<file path="src/rtl/keccak_chi_pipe.sv">
// Purpose: pipelined d-th order masked Keccak chi over ROWS 5-bit rows per beat.
// Latency: 2 cycles from accept to out_valid; 1 beat/cycle sustained with out_ready high.
// Backpressure: valid/ready on both ends; a stalled stage holds bit-exact, in_ready drops once both stages are full.
//
// Ports:
//   clk, rst_i            clock and synchronous active-high reset
//   in_valid/in_ready     input beat handshake; in_data carries ROWS*5 bits x (D+1) shares
//   rnd_valid/rnd_ready   fresh mask handshake; rnd_ready pulses only on a real accept
//   out_valid/out_ready   output beat handshake; out_data same layout as in_data
//   out_last              beat closes a 5-row plane
module keccak_chi_pipe #(
   parameter int D    = 2,
   parameter int ROWS = 1
) (
   input  logic                          clk,
   input  logic                          rst_i,
   input  logic                          in_valid,
   output logic                          in_ready,
   input  logic [ROWS*5*(D+1)-1:0]       in_data,
   input  logic                          rnd_valid,
   output logic                          rnd_ready,
   input  logic [ROWS*5*D*(D+1)/2-1:0]   rnd,
   output logic                          out_valid,
   input  logic                          out_ready,
   output logic [ROWS*5*(D+1)-1:0]       out_data,
   output logic                          out_last
);

   localparam int SH          = D + 1;
   localparam int BW          = ROWS * 5 * SH;
   localparam int TW          = BW * SH;
   localparam int MPB         = D * SH / 2;   // masks per lane bit
   localparam int MPR         = 5 * MPB;      // masks per row
   localparam int PLANE_BEATS = 5 / ROWS;
   localparam logic [2:0] LAST_CNT = 3'(PLANE_BEATS - 1);

   if (ROWS != 1 && ROWS != 5) begin : g_bad_rows
      $error("keccak_chi_pipe: ROWS must be 1 or 5");
   end

   logic           rst_q;
   logic           s1_valid, s2_valid;
   logic           acc, s1_adv;
   logic [TW-1:0]  terms_d, terms_q;
   logic [BW-1:0]  out_d, out_q;
   logic [2:0]     cnt, s1_cnt, s2_cnt;

   assign s1_adv    = s1_valid & (~s2_valid | out_ready);
   // rst_q keeps the input closed for the first cycle after reset releases.
   assign in_ready  = ~rst_i & ~rst_q & (~s1_valid | s1_adv);
   assign acc       = in_valid & rnd_valid & in_ready;
   assign rnd_ready = acc;
   assign out_valid = s2_valid & ~rst_i;
   assign out_last  = out_valid & (s2_cnt == LAST_CNT);
   assign out_data  = out_q;

   // Symmetric mask index for share pair (i,j) of lane bit k; diagonal terms are unmasked.
   function automatic int mask_idx(int k, int i, int j);
      int mn;
      int mx;
      mn = (i < j) ? i : j;
      mx = (i < j) ? j : i;
      if (i == j) return 0;
      return k * MPB + mn + mx * (mx - 1) / 2;
   endfunction

   // Stage 1: cross-share products. Inverting share 0 of x_{k+1} inverts its unmasked value,
   // giving ~x_{k+1}; x_k enters only on the diagonal so each output share gets it once.
   always_comb begin
      terms_d = '0;
      for (int r = 0; r < ROWS; r++) begin
         for (int k = 0; k < 5; k++) begin
            for (int i = 0; i < SH; i++) begin
               for (int j = 0; j < SH; j++) begin
                  terms_d[((r*5+k)*SH+i)*SH+j] =
                     ((in_data[(r*5+(k+1)%5)*SH+i] ^ (i == 0)) & in_data[(r*5+(k+2)%5)*SH+j]) ^
                     ((i == j) ? in_data[(r*5+k)*SH+i] : rnd[r*MPR + mask_idx(k, i, j)]);
               end
            end
         end
      end
   end

   // Stage 2: compress registered terms; masks cancel pairwise across output shares.
   always_comb begin
      out_d = '0;
      for (int r = 0; r < ROWS; r++) begin
         for (int k = 0; k < 5; k++) begin
            for (int i = 0; i < SH; i++) begin
               out_d[(r*5+k)*SH+i] = ^terms_q[((r*5+k)*SH+i)*SH +: SH];
            end
         end
      end
   end

   always_ff @(posedge clk) begin
      rst_q <= rst_i;
      if (rst_i) begin
         s1_valid <= 1'b0;
         s2_valid <= 1'b0;
         terms_q  <= '0;
         out_q    <= '0;
         cnt      <= '0;
         s1_cnt   <= '0;
         s2_cnt   <= '0;
      end else begin
         if (acc) begin
            s1_valid <= 1'b1;
            terms_q  <= terms_d;
            s1_cnt   <= cnt;
            cnt      <= (cnt == LAST_CNT) ? 3'd0 : cnt + 3'd1;
         end else if (s1_adv) begin
            s1_valid <= 1'b0;
         end

         if (s1_adv) begin
            s2_valid <= 1'b1;
            out_q    <= out_d;
            s2_cnt   <= s1_cnt;
         end else if (out_ready) begin
            s2_valid <= 1'b0;
         end
      end
   end

endmodule

</file>
<file path="config.mk">
export PLATFORM = sky130hd
export DESIGN_NAME = keccak_chi_pipe
export DESIGN_NICKNAME = d
export VERILOG_FILES = /design/src/rtl/keccak_chi_pipe.sv
export SDC_FILE = /design/constraint.sdc
export NUM_CORES = 1
export LEC_CHECK = 0
export CORE_MARGIN = 4
export CORE_UTILIZATION = 49
export DETAILED_ROUTE_END_ITERATION = 7
export GPL_TIMING_DRIVEN = 0
export HOLD_SLACK_MARGIN = 0.15
export PLACE_DENSITY_LB_ADDON = 0.3
export SKIP_LAST_GASP = 1
export SLEW_MARGIN = 10
export SYNTH_ARGS = -nofsm -noshare
export SYNTH_HDL_FRONTEND = slang
export SYNTH_SLANG_ARGS = --single-unit
export TNS_END_PERCENT = 100
</file>
<file path="constraint.sdc">
create_clock -name clk -period 1.4 [get_ports clk]
set_input_delay 0.28 -clock clk [delete_from_list [all_inputs] [get_ports clk]]
set_output_delay 0.28 -clock clk [all_outputs]
set_load 0.01 [all_outputs]
</file>
==> flow_summary.json <==
{
  "reg2reg_from": "s2_valid",
  "ir_worst_vdd_mv": 0.635,
  "numClockSinks": 72,
  "cts_buffers": 9,
  "syn_area_mm2": 0.00351,
  "synthFlopType": "dfxtp_1",
  "grt_start_max_net_pins": 12,
  "die_x_um": 92.6,
  "synth_nets": 411,
  "postPlaceCellArea_mm2": 0.00415,
  "detail_route.wl_per_cell_um": 15.7,
  "skew_ns": 0.00383,
  "dp_cells": 522,
  "area_delta_synth_final_pct": 27.1,
  "yosysMostFrequentCell": "dfxtp_1",
  "ff2ff_setup_slack_ns": 0,
  "finalWirelength_um": 8530,
  "crit_end": "rnd_ready",
  "min_from": "rst_i",
  "overflow": 0,
  "power_density_mw_per_mm2": 963,
  "final-seq-area_mm2": 0.00145,
  "fin_nets": 481,
  "end_kind": "output pin",
  "slew_headroom_pct": 56.8,
  "ys_seq_area_share_pct": 41.1,
  "grt_usage_pct": 20.2,
  "violations": "negative setup slack",
  "fin_area_mm2": 0.00446,
  "clk_pin_slew_ns": 0.07,
  "crit_fanout": 3,
  "cp-start-kind": "register",
  "critPathKind": "reg2out",
  "first_global_vias": 2868,
  "synth_area_per_cell_um2": 9.38,
  "synth_top_area_share_pct": 41.1,
  "ys_top_cells_by_area": "dfxtp_1, xnor2_1, a21oi_1, a211oi_1, xor2_1",
  "maxSlewViolCount": 0,
  "cts_buffer_depth": 2,
  "setup.worst_path.start": "rst_q",
  "cp.arrival_ns": 1.34,
  "rsz0062_at_grt": "yes",
  "synth_area_leader_cell": "dfxtp_1",
  "synth_cells": 374,
  "min_period_ns": 1.62,
  "post-place-ws_ns": -1.17,
  "n_fill_cell": 592,
  "core_area_mm2": 0.00687,
  "via_count": 2965,
  "worst_pin_slew_ns": 0.647,
  "multi_input_area_mm2": 0.00193,
  "cts-root-buf": "clkbuf_8",
  "ys_ff_latch": 72,
  "drive_gt1_share_pct": 14.3,
  "viasPerCell": 5.44,
  "first_iter_violations": 143,
  "fin_crit_sh_pct": 115,
  "synth_edf_count": 0,
  "postLayoutCoreUtil_pct": 64.9,
  "status": "complete, but fails checks",
  "clock.fmax_mhz": 619,
  "finalNonFillerCells": 545,
  "grt_first_pass_wirelength_um": 13700,
  "cts_max_level": 3,
  "r2r-end": "terms_q[23]",
  "drv_cap": 0,
  "ys_async_sr_fraction_pct": 0,
  "leakage_nw": 1.59,
  "antenna_left": 0,
  "rows": 30,
  "boundaryPins": 54,
  "dp_hpwl_um": 5960,
  "p_total_mw": 4.30,
  "setup_slack_ns": -0.215,
  "initial_utilization_pct": 51.1,
  "dr.pass1.iters": 4,
  "critical_path_required_ns": 1.12,
  "rr_worst_depth": 6,
  "floorplan.die_area_mm2": 0.00858,
  "tritoncts": "built",
  "io_buffers": 52,
  "hold_path_class": "in2reg",
  "synthDistinctLibCells": 29,
  "antennaDiodeCount": 0,
  "die_h_um": 92.6,
  "place_congestion": 0.825,
  "clk_latency_ns": 0.34,
  "drc": 0,
  "synth_commonest_cells": "dfxtp_1, a21oi_1, xnor2_1",
  "antenna_found_initial": 0,
  "hold_viol": 0,
  "setup_viol": 3,
  "ys_warn_count": 0
}
==> report_power, final <==
group | total (mW) | internal [mW] | switching (mW)
sequential | 2.13 | 2.10 | 0.0362
combinational | 0.597 | 0.293 | 0.305
clock | 1.56 | 0.824 | 0.741
total | 4.30 | 3.22 | 1.08
==> timing repair <==
action,in CTS,in global routing
setup buffers,7,3
hold buffers,0,0
endpoints found under the setup margin,85,46
pin swaps,5,4
gates cloned,0,0
gates resized for setup,56,16
==> worst max-delay path, stage by stage, from the launching register on <==
cell       delay, ns
dfxtp_2         0.33
nand4bb_1       0.20
clkbuf_8        0.17
nor2_4          0.10
buf_6           0.11
buf_6           0.09
==> per-stage QoR <==
| stage | hold WS (ns) | setup TNS, ns |
|---|---|---|
| 2_1_floorplan | 0.308 | 0 |
| 3_5_place_dp | 0.463 | -42.39 |
| 6_report | 0.200 | -0.349 |
| 3_3_place_gp | 0.459 | -41.58 |
| 5_1_grt | 0.199 | -2.04 |
| 4_1_cts | 0.194 | -0.356 |
==> state kept, by name, indices dropped and copies added (netlist names) <==
register / flops
cnt: 3
s2_valid: 1
out_data: 15
s1_cnt: 3
s1_valid: 1
s2_cnt: 3
terms_q: 45
rst_q: 1
==> how the worst min path moves through the flow <==
stage / end / slack, ns / cells after the start
after floorplan: rst_q / 0.31 / 0
after global placement: s2_cnt[1] / 0.46 / 2
after detailed placement: s2_cnt[2] / 0.46 / 2
after CTS: rst_q / 0.19 / 1
after global routing: rst_q / 0.20 / 1
final: rst_q / 0.20 / 1
==> metal layers <==
metal / GRT usage (%) / vias to the layer above / routed length, µm
met5: 0 / - / 0
li1: - / 1457 / -
met2: 34.1 / 69 / 4170
met3: 3.57 / 12 / 407
met1: 25.4 / 1427 / 3800
met4: 8.30 / 0 / 161
==> cell usage in the layout (no fill, tap or decap), types with 2 or more instances in the layout <==
| cell | synthesis | layout |
|---|---|---|
| buf_2 | 4 | 2 |
| ha_1 | 2 | 2 |
| inv_1 | 3 | 3 |
| a21oi_1 | 57 | 56 |
| xnor2_1 | 45 | 45 |
| nor2b_1 | 17 | 16 |
| clkbuf_1 | 12 | 10 |
| dfxtp_2 | 0 | 2 |
| buf_6 | 4 | 11 |
| o21ai_0 | 9 | 9 |
| buf_4 | 7 | 14 |
| clkbuf_2 | 1 | 2 |
| nand2_1 | 30 | 30 |
| a211oi_1 | 35 | 34 |
| a22o_1 | 15 | 15 |
| xor2_1 | 30 | 30 |
| nor3_1 | 3 | 3 |
| a211oi_2 | 10 | 11 |
| nand3_1 | 8 | 8 |
| clkdlybuf4s50_1 | 0 | 29 |
| dlygate4sd2_1 | 0 | 19 |
| dfxtp_1 | 72 | 69 |
| clkbuf_8 | 0 | 10 |
==> final cells by class <==
type / count / share of cell area, %
Buffer: 26 / 4.77
Clock buffer: 13 / 3.11
Clock inverter: 3 / 0.954
Inverter: 3 / 0.252
Multi-Input combinational cell: 271 / 43.2
Sequential cell: 72 / 32.5
Tap cell: 96 / 2.69
Timing Repair Buffer: 61 / 12.6
==> cell families (layout without fill, tap and decap cells) <==
logic type	Yosys count	in the layout	share of synthesized area [%]
buffers and inverters	31	106	5.10
AO/OA/AOI/OAI	127	127	24.4
XOR/XNOR	75	75	18.7
flip-flops	72	72	41.1
adder cells (fa/ha/maj)	2	2	0.713
AND/OR/NAND/NOR	67	67	10.0
Note: power is estimated with default switching activity, not from simulation.
